## src/rtl/pipe_pkg.sv

```systemverilog
// rtl/pipe_pkg.sv - shared encodings and constants for the pipelined core memory stage
package pipe_pkg;

    localparam int PKG_DW = 8;
    localparam int PKG_AW = 8;

    localparam logic [1:0] MTR_ALU = 2'b00;
    localparam logic [1:0] MTR_MEM = 2'b01;
    localparam logic [1:0] MTR_IO  = 2'b10;
    localparam logic [1:0] MTR_FWD = 2'b11;

    typedef enum logic {
        ST_IDLE = 1'b0,
        ST_BUSY = 1'b1
    } mem_state_e;

    function automatic logic need_access(input logic mem_write, input logic is_call,
                                         input logic [1:0] mem_to_reg);
        return mem_write | is_call | (mem_to_reg == MTR_MEM);
    endfunction

endpackage

```

## src/rtl/mem_timeout_ctr.sv

```systemverilog
// rtl/mem_timeout_ctr.sv - access timeout counter with clear, enable and expire flag
module mem_timeout_ctr #(
    parameter int TIMEOUT = 15,
    parameter int TW      = 4
) (
    input  logic clk,
    input  logic rst,
    input  logic i_clr,
    input  logic i_en,
    output logic o_expire
);

    logic [TW-1:0] r_cnt;

    always_ff @(posedge clk) begin
        if (rst) begin
            r_cnt <= '0;
        end else if (i_clr) begin
            r_cnt <= '0;
        end else if (i_en) begin
            r_cnt <= r_cnt + 1'b1;
        end
    end

    assign o_expire = (r_cnt == TW'(TIMEOUT - 1));

endmodule

```

## src/rtl/mem_stage_ctrl.sv

```systemverilog
// rtl/mem_stage_ctrl.sv - memory stage: EX/MEM to MEM/WB with req/ack data-memory port and IO register
module mem_stage_ctrl
    import pipe_pkg::*;
#(
    parameter int DW      = PKG_DW,
    parameter int AW      = PKG_AW,
    parameter int TIMEOUT = 15,
    parameter int TW      = 4
) (
    input  logic          clk,
    input  logic          rst,
    input  logic [DW-1:0] pc_plus1,
    input  logic [DW-1:0] Rd2,
    input  logic          IO_Write,
    input  logic [1:0]    RegDistidx,
    input  logic [AW-1:0] ALU_res,
    input  logic [DW-1:0] FW_value,
    input  logic          MemWrite,
    input  logic [1:0]    MemToReg,
    input  logic          RegWrite,
    input  logic          isCall,
    input  logic [DW-1:0] io_in,
    input  logic          dmem_ack,
    input  logic [DW-1:0] dmem_rdata,
    output logic          dmem_req,
    output logic          dmem_we,
    output logic [AW-1:0] dmem_addr,
    output logic [DW-1:0] dmem_wdata,
    output logic          mem_stall,
    output logic          mem_err,
    output logic [DW-1:0] io_out,
    output logic [DW-1:0] wb_data,
    output logic [1:0]    wb_idx,
    output logic          wb_regwrite
);

    mem_state_e    r_state;
    mem_state_e    w_state_nxt;
    logic          w_need_acc;
    logic          w_expire;
    logic [DW-1:0] w_retire_data;

    logic [1:0]    r_lat_idx;
    logic          r_lat_rw;
    logic          r_lat_iow;
    logic [DW-1:0] r_lat_fw;
    logic          r_lat_load;

    assign w_need_acc = need_access(MemWrite, isCall, MemToReg);

    mem_timeout_ctr #(
        .TIMEOUT (TIMEOUT),
        .TW      (TW)
    ) u_timeout (
        .clk      (clk),
        .rst      (rst),
        .i_clr    (r_state == ST_IDLE),
        .i_en     ((r_state == ST_BUSY) && !dmem_ack),
        .o_expire (w_expire)
    );

    always_ff @(posedge clk) begin
        if (rst) begin
            r_state <= ST_IDLE;
        end else begin
            r_state <= w_state_nxt;
        end
    end

    always_comb begin
        w_state_nxt = r_state;
        mem_stall   = 1'b0;
        case (r_state)
            ST_IDLE: begin
                mem_stall = w_need_acc;
                if (w_need_acc) begin
                    w_state_nxt = ST_BUSY;
                end
            end
            ST_BUSY: begin
                mem_stall = ~dmem_ack;
                if (dmem_ack || w_expire) begin
                    w_state_nxt = ST_IDLE;
                end
            end
            default: w_state_nxt = ST_IDLE;
        endcase
    end

    always_comb begin
        w_retire_data = DW'(ALU_res);
        case (MemToReg)
            MTR_IO:  w_retire_data = io_in;
            MTR_FWD: w_retire_data = FW_value;
            default: w_retire_data = DW'(ALU_res);
        endcase
    end

    always_ff @(posedge clk) begin
        if (rst) begin
            dmem_req    <= 1'b0;
            dmem_we     <= 1'b0;
            dmem_addr   <= '0;
            dmem_wdata  <= '0;
            mem_err     <= 1'b0;
            io_out      <= '0;
            wb_data     <= '0;
            wb_idx      <= '0;
            wb_regwrite <= 1'b0;
            r_lat_idx   <= '0;
            r_lat_rw    <= 1'b0;
            r_lat_iow   <= 1'b0;
            r_lat_fw    <= '0;
            r_lat_load  <= 1'b0;
        end else begin
            case (r_state)
                ST_IDLE: begin
                    if (w_need_acc) begin
                        dmem_req    <= 1'b1;
                        dmem_addr   <= ALU_res;
                        wb_regwrite <= 1'b0;
                        r_lat_idx   <= RegDistidx;
                        r_lat_rw    <= RegWrite;
                        r_lat_iow   <= IO_Write;
                        r_lat_fw    <= FW_value;
                        // A call that also sets MemWrite still issues only the return-address push.
                        if (isCall) begin
                            dmem_we    <= 1'b1;
                            dmem_wdata <= pc_plus1;
                            r_lat_load <= 1'b0;
                        end else if (MemWrite) begin
                            dmem_we    <= 1'b1;
                            dmem_wdata <= Rd2;
                            r_lat_load <= 1'b0;
                        end else begin
                            dmem_we    <= 1'b0;
                            r_lat_load <= 1'b1;
                        end
                    end else begin
                        wb_idx      <= RegDistidx;
                        wb_regwrite <= RegWrite;
                        wb_data     <= w_retire_data;
                        if (IO_Write) begin
                            io_out <= FW_value;
                        end
                    end
                end
                ST_BUSY: begin
                    if (dmem_ack) begin
                        dmem_req    <= 1'b0;
                        dmem_we     <= 1'b0;
                        wb_idx      <= r_lat_idx;
                        wb_regwrite <= r_lat_rw;
                        wb_data     <= r_lat_load ? dmem_rdata : '0;
                        if (r_lat_iow) begin
                            io_out <= r_lat_fw;
                        end
                    end else if (w_expire) begin
                        dmem_req    <= 1'b0;
                        dmem_we     <= 1'b0;
                        mem_err     <= 1'b1;
                        wb_idx      <= r_lat_idx;
                        wb_regwrite <= 1'b0;
                    end else begin
                        wb_regwrite <= 1'b0;
                    end
                end
                default: ;
            endcase
        end
    end

endmodule

```

## config.mk

```make
export PLATFORM = sky130hd
export DESIGN_NAME = mem_stage_ctrl
export DESIGN_NICKNAME = d
export VERILOG_FILES = /design/src/rtl/pipe_pkg.sv /design/src/rtl/mem_timeout_ctr.sv /design/src/rtl/mem_stage_ctrl.sv
export SDC_FILE = /design/constraint.sdc
export NUM_CORES = 1
export LEC_CHECK = 0
export CORE_UTILIZATION = 47
export CTS_CLUSTER_DIAMETER = 30
export DETAILED_ROUTE_END_ITERATION = 6
export PLACE_DENSITY = 0.85
export SKIP_LAST_GASP = 1
export SYNTH_ARGS = -nofsm -noshare
export SYNTH_HDL_FRONTEND = slang
export SYNTH_SLANG_ARGS = --single-unit
```

## constraint.sdc

```tcl
create_clock -name clk -period 3.2 [get_ports clk]
set_input_delay 0.8 -clock clk [delete_from_list [all_inputs] [get_ports clk]]
set_output_delay 0.8 -clock clk [all_outputs]
set_load 0.02 [all_outputs]
```

==> impl_metrics.json, run 1 <==
{
  "num_io_pins": 98,
  "route.vias.total": 2372,
  "gr-usage-met3": 0.04101,
  "syn_inst": 286,
  "power.leakage_nw": 1.483,
  "post_drt_via_cell_ratio": 5.248,
  "gp_congestion": 0.8042,
  "avgSynthCellArea_sq_um": 8.890,
  "n_fill_cell": 430,
  "wl_per_cell_um": 14.68,
  "hp-class": "register to register",
  "cts_tree": "done",
  "worst_slack_ns": 0.05114,
  "postLayoutCoreUtil": 0.7090,
  "clock_skew_ns": 0.004853,
  "drt_iter0_markers": 138,
  "drt_wl_total_um": 6636,
  "rsz0062_at_grt": "no",
  "holdWs_ns": 0.4593,
  "worst_slew_pin_slew_ns": 0.6745,
  "hpwl_um": 4951,
  "io_buffers": 97,
  "layout-drive-gt1-share": 0.07853,
  "power.share.switching": 0.2821,
  "cts_buffers": 5,
  "gr-usage-met2": 0.4028,
  "setup_tns_ns": 0,
  "fin_crit_ns": 3.149,
  "pre_cts_ws_ns": 0.05420,
  "cellPowerDensity_nw_per_um2": 455.0,
  "worstSetupPathType": "primary input to output pin",
  "irDropWorstVdd_mv": 0.3232,
  "combPwrFrac": 0.258,
  "die_h_um": 75.55,
  "cts_buffer_depth": 2,
  "cp_common_cell": "clkdlybuf4s50_1",
  "period_share": 0.9840,
  "grt_pass1_vias": 2192,
  "netlist_area_sq_um": 2542,
  "clk_root_buffer_cell": "clkbuf_8",
  "drc": 0,
  "async_flop_share": 0,
  "clk_latency_ns": 0.30,
  "internal_power_mw": 1.198,
  "grt_pass1_wl_um": 10210,
  "crit_arrival_ns": 2.35,
  "ys_ff_latch": 56,
  "track_usage": 0.2357,
  "maxCapViolCount": 0,
  "top_usage_layer": "met2",
  "finalSetupViolCount": 0,
  "dieArea_sq_um": 5708,
  "grt_max_degree": 32,
  "crit_chain": "clkdlybuf4s50_1, nor2_8, a31o_1, inv_1, clkdlybuf4s50_1",
  "ctsHoldBuffers": 0,
  "die_w_um": 75.55,
  "area_delta_synth_final_pct": 44.24,
  "critical_path_depth": 5,
  "hold_viol_final": 0,
  "crit_family": "buffers and inverters",
  "critPathRequiredTime_ns": 2.40,
  "status": "finished, final reports clean",
  "total_power_mw": 1.669,
  "slew_headroom": 0.5499,
  "synthFlopType": "dfxtp_1",
  "layout.nets": 442,
  "first_pass_iters": 4,
  "post_cts_resized": 0,
  "crit_slowest_cell": "clkdlybuf4s50_1",
  "path_clk_slew_ns": 0.09,
  "start_util": 0.4915,
  "cts_sinks": 56,
  "core_area_sq_um": 5172,
  "p_clk_frac": 0.275,
  "cts_setup_buffers": 0,
  "critPathBufInv": 3,
  "power_frac_seq": 0.467,
  "ys_seq_area_frac": 0.4409,
  "antenna_left": 0,
  "power_switching_mw": 0.4707,
  "ys_types": 39,
  "worstPathMaxFanout": 2,
  "grt.overflow.total": 0,
  "maxSlewViolCount": 0,
  "htreeDepth": 2,
  "reg2reg_depth": 6,
  "yosys_warnings": 0,
  "met1_usage": 0.3054,
  "antenna_found_initial": 0,
  "synthesis.nets": 347,
  "slowest_delay_ns": 0.59,
  "critPathLaunchType": "primary input",
  "endpoint_kind": "output pin",
  "row_count": 26,
  "holdPathStages": 2,
  "antenna_cells": 0,
  "synth_edf_count": 0,
  "max_freq_ghz": 0.3176
}
-- power by group through the flow --
stage	Combinational [mW]	Clock (mW)	Sequential, mW
floorplan	0.187	0	0.838
finish	0.431	0.458	0.779
detailed placement	0.429	0	0.795
CTS	0.432	0.469	0.779
global route	0.465	0.494	0.786
global placement	0.420	0	0.792
-- placed cells by master, fill, tap and decap left out, types with 2 or more instances in the layout --
cell type / netlist / final
clkdlybuf4s50_1: 0 / 96
dfxtp_1: 56 / 56
nand2_1: 41 / 41
nor2_1: 34 / 34
mux2i_1: 26 / 26
a21oi_1: 24 / 24
a211oi_1: 16 / 16
buf_4: 3 / 13
nor3_1: 8 / 8
nor3b_1: 8 / 8
a31oi_1: 8 / 8
o211a_1: 8 / 8
clkbuf_8: 0 / 5
inv_1: 4 / 4
o21ba_2: 2 / 2
nand2b_1: 2 / 2
xor2_1: 2 / 2
and3_1: 2 / 2
nor2b_1: 2 / 2
o21ai_0: 2 / 2
or3_1: 2 / 2
ha_1: 2 / 2
-- cells in the mapped netlist, types with 3 or more instances --
| library cell | instances | area share |
|---|---|---|
| dfxtp_1 | 56 | 0.44 |
| nand2_1 | 41 | 0.061 |
| nor2_1 | 34 | 0.050 |
| mux2i_1 | 26 | 0.10 |
| a21oi_1 | 24 | 0.047 |
| a211oi_1 | 16 | 0.047 |
| a31oi_1 | 8 | 0.020 |
| clkbuf_1 | 8 | 0.012 |
| nor3_1 | 8 | 0.016 |
| nor3b_1 | 8 | 0.024 |
| o211a_1 | 8 | 0.031 |
| buf_2 | 5 | 0.0098 |
| buf_6 | 5 | 0.022 |
| inv_1 | 4 | 0.0059 |
| buf_4 | 3 | 0.0089 |
-- kinds of logic after synthesis --
group | count (synthesis) | share of synthesized area
simple gates | 106 | 0.1973
mux | 26 | 0.1024
compound gates | 67 | 0.1791
flops | 56 | 0.4409
fa+ha+maj | 2 | 0.009841
buf+inv | 26 | 0.06003
xor+xnor | 3 | 0.01034
-- area by class of cell --
| type | count | area (sq um) | area share |
|---|---|---|---|
| multi-input cells | 204 | 1269 | 0.3460 |
| flip-flops and latches | 56 | 1121 | 0.3057 |
| repair buffers | 110 | 1064 | 0.2900 |
| well taps | 70 | 87.58 | 0.02388 |
| clock buffers | 5 | 68.82 | 0.01876 |
| clock inverters | 3 | 42.54 | 0.01160 |
| inverters | 4 | 15.01 | 0.004094 |
-- registers in the layout, indices dropped and copies added (netlist names), 2 cells and up --
register / cells
dmem_wdata: 8
r_lat_idx: 2
r_lat_fw: 8
wb_idx: 2
u_timeout.r_cnt: 4
wb_data: 8
io_out: 8
dmem_addr: 8
-- tightest hold or removal path: cells and delay by family, from the launching register on --
family | cells | cell delay (ns)
flip-flops | 1 | 0.32
AND/OR/NAND/NOR | 1 | 0.05
AO/OA/AOI/OAI | 1 | 0.05
-- metal layers --
metal / vias to the layer above / wire length, um
li1: 1187 / -
met1: 1092 / 2779
met2: 85 / 3340
met3: 8 / 436
met4: 0 / 80
met5: - / 0
-- through the flow --
step                cell area (sq um)  std cells
floorplan                        2542        286
global placement                 3556        444
detailed placement               3556        444
CTS                              3667        452
global route                     3667        452
finish                           3667        452
-- path summary, 6_finish.rpt --
kind | startpoint | to | slack [ns]
worst min-delay path | r_lat_fw[1] | r_lat_fw[1] | 0.46
worst min register to register | r_lat_fw[1] | r_lat_fw[1] | 0.46
worst max register to register | r_state | wb_data[4] | 1.59
worst max-delay path | isCall | mem_stall | 0.05
No activity file was read; power rests on OpenSTA's default activity.
==> run 2: changes to the inputs <==
Settings changed: CTS_BUF_LIST set to sky130_fd_sc_hd__clkbuf_8 sky130_fd_sc_hd__clkbuf_16.
==> results of run 2 <==
Final layout, timing and power as in run 1 (identical DEF).
==> run 3: changes to the inputs <==
Settings changed: CORE_UTILIZATION 47 to 44, PLACE_DENSITY 0.85 to 0.8, TNS_END_PERCENT set to 1.
Clock period 3.2 ns to 3.5 ns, I/O delays scaled along.
==> impl_metrics.json, run 3 (synthesis results as in run 1) <==
{
  "path_clk_slew_ns": 0.10,
  "cts_tree": "done",
  "worstPathMaxFanout": 6,
  "cts_setup_buffers": 0,
  "post_drt_via_cell_ratio": 5.287,
  "clk_latency_ns": 0.32,
  "maxSlewViolCount": 0,
  "grt_pass1_wl_um": 10580,
  "instances_no_fill": 449,
  "crit_chain": "clkdlybuf4s50_1, nor2_8, a31o_1, inv_1, clkdlybuf4s50_1",
  "worst_slew_pin_slew_ns": 0.7042,
  "io_buffers": 97,
  "first_pass_iters": 4,
  "worstSetupPathType": "primary input to output pin",
  "crit_slowest_cell": "clkdlybuf4s50_1",
  "start_util": 0.4589,
  "num_io_pins": 98,
  "period_share": 0.9546,
  "antenna_cells": 0,
  "slowest_delay_ns": 0.60,
  "hp-class": "register to register",
  "area_delta_synth_final_pct": 42.86,
  "grt_pass1_vias": 2158,
  "ctsHoldBuffers": 0,
  "drt_wl_total_um": 6850,
  "gp_congestion": 0.8058,
  "endpoint_kind": "output pin",
  "row_count": 27,
  "hpwl_um": 4991,
  "irDropWorstVdd_mv": 0.3641,
  "critPathLaunchType": "primary input",
  "fin_crit_ns": 3.341,
  "clk_root_buffer_cell": "clkbuf_8",
  "pre_cts_ws_ns": 0.1681,
  "post_cts_resized": 0,
  "setup_tns_ns": 0,
  "drt_iter0_markers": 98,
  "grt_max_degree": 30,
  "status": "finished, final reports clean",
  "maxCapViolCount": 0,
  "clock_skew_ns": 0.006275,
  "htreeDepth": 2,
  "antenna_found_initial": 0,
  "holdWs_ns": 0.4550,
  "critPathRequiredTime_ns": 2.62,
  "n_fill_cell": 482,
  "dieArea_sq_um": 6086,
  "final_common_cell": "clkdlybuf4s50_1",
  "crit_arrival_ns": 2.47,
  "max_freq_ghz": 0.2993,
  "track_usage": 0.2270,
  "cts_buffer_depth": 2,
  "core_area_sq_um": 5540,
  "cp_common_cell": "clkdlybuf4s50_1",
  "layout.nets": 437,
  "cellPowerDensity_nw_per_um2": 420.8,
  "worst_slack_ns": 0.1590,
  "cts_sinks": 56,
  "hold_viol_final": 0,
  "route.vias.total": 2374,
  "slew_headroom": 0.5300,
  "die_w_um": 78.02,
  "drc": 0,
  "finalSetupViolCount": 0,
  "layout-drive-gt1-share": 0.06631,
  "wl_per_cell_um": 15.26,
  "antenna_left": 0,
  "total_power_mw": 1.529,
  "cts_buffers": 5,
  "die_h_um": 78.02,
  "grt.overflow.total": 0,
  "power.leakage_nw": 1.459,
  "final_cell_mix": "clkdlybuf4s50_1, dfxtp_1, nand2_1",
  "placed_cells": 441,
  "rsz0062_at_grt": "no"
}
[run 3: where the power goes]
part / total [mW] / internal [mW] / switching (mW)
Sequential: 0.715 / 0.686 / 0.0287
Combinational: 0.387 / 0.191 / 0.196
Clock: 0.427 / 0.212 / 0.215
Total: 1.53 / 1.09 / 0.439
[run 3: worst paths after layout]
path / from / cells past startpoint / endpoint / slack, ns
worst max-delay path: isCall / 5 / mem_stall / 0.16
worst min-delay path: r_lat_iow / 2 / r_lat_iow / 0.46
worst max register to register: r_state / 4 / dmem_addr[6] / 1.62
worst min register to register: r_lat_iow / 2 / r_lat_iow / 0.46
[run 3: critical path, delay by kind of cell]
family                 cells  cell delay (ns)
AO/OA/AOI/OAI              1             0.25
buffers and inverters      3             1.25
AND/OR/NAND/NOR            1             0.08
[run 3: cell type report]
| class | count | area (sq um) | share of cell area |
|---|---|---|---|
| Clock buffer | 5 | 68.82 | 0.01895 |
| Clock inverter | 3 | 42.54 | 0.01171 |
| Inverter | 4 | 15.01 | 0.004134 |
| Multi-Input combinational cell | 204 | 1269 | 0.3493 |
| Sequential cell | 56 | 1121 | 0.3086 |
| Tap cell | 72 | 90.09 | 0.02480 |
| Timing Repair Buffer | 105 | 1026 | 0.2825 |
[run 3: metal layers]
metal	vias to the layer above	track usage	part of all wire
met1	1109	0.2944	0.45
met4	0	0.08333	0.016
met2	79	0.3788	0.47
met5	-	0	0
met3	10	0.03953	0.064
li1	1176	-	-
[run 3: stage by stage]
stage	instance area, sq um	util
6_report	3632	0.6556
5_1_grt	3632	0.6556
4_1_cts	3632	0.6556
3_5_place_dp	3521	0.6355
3_3_place_gp	3521	0.6355
2_1_floorplan	2542	-
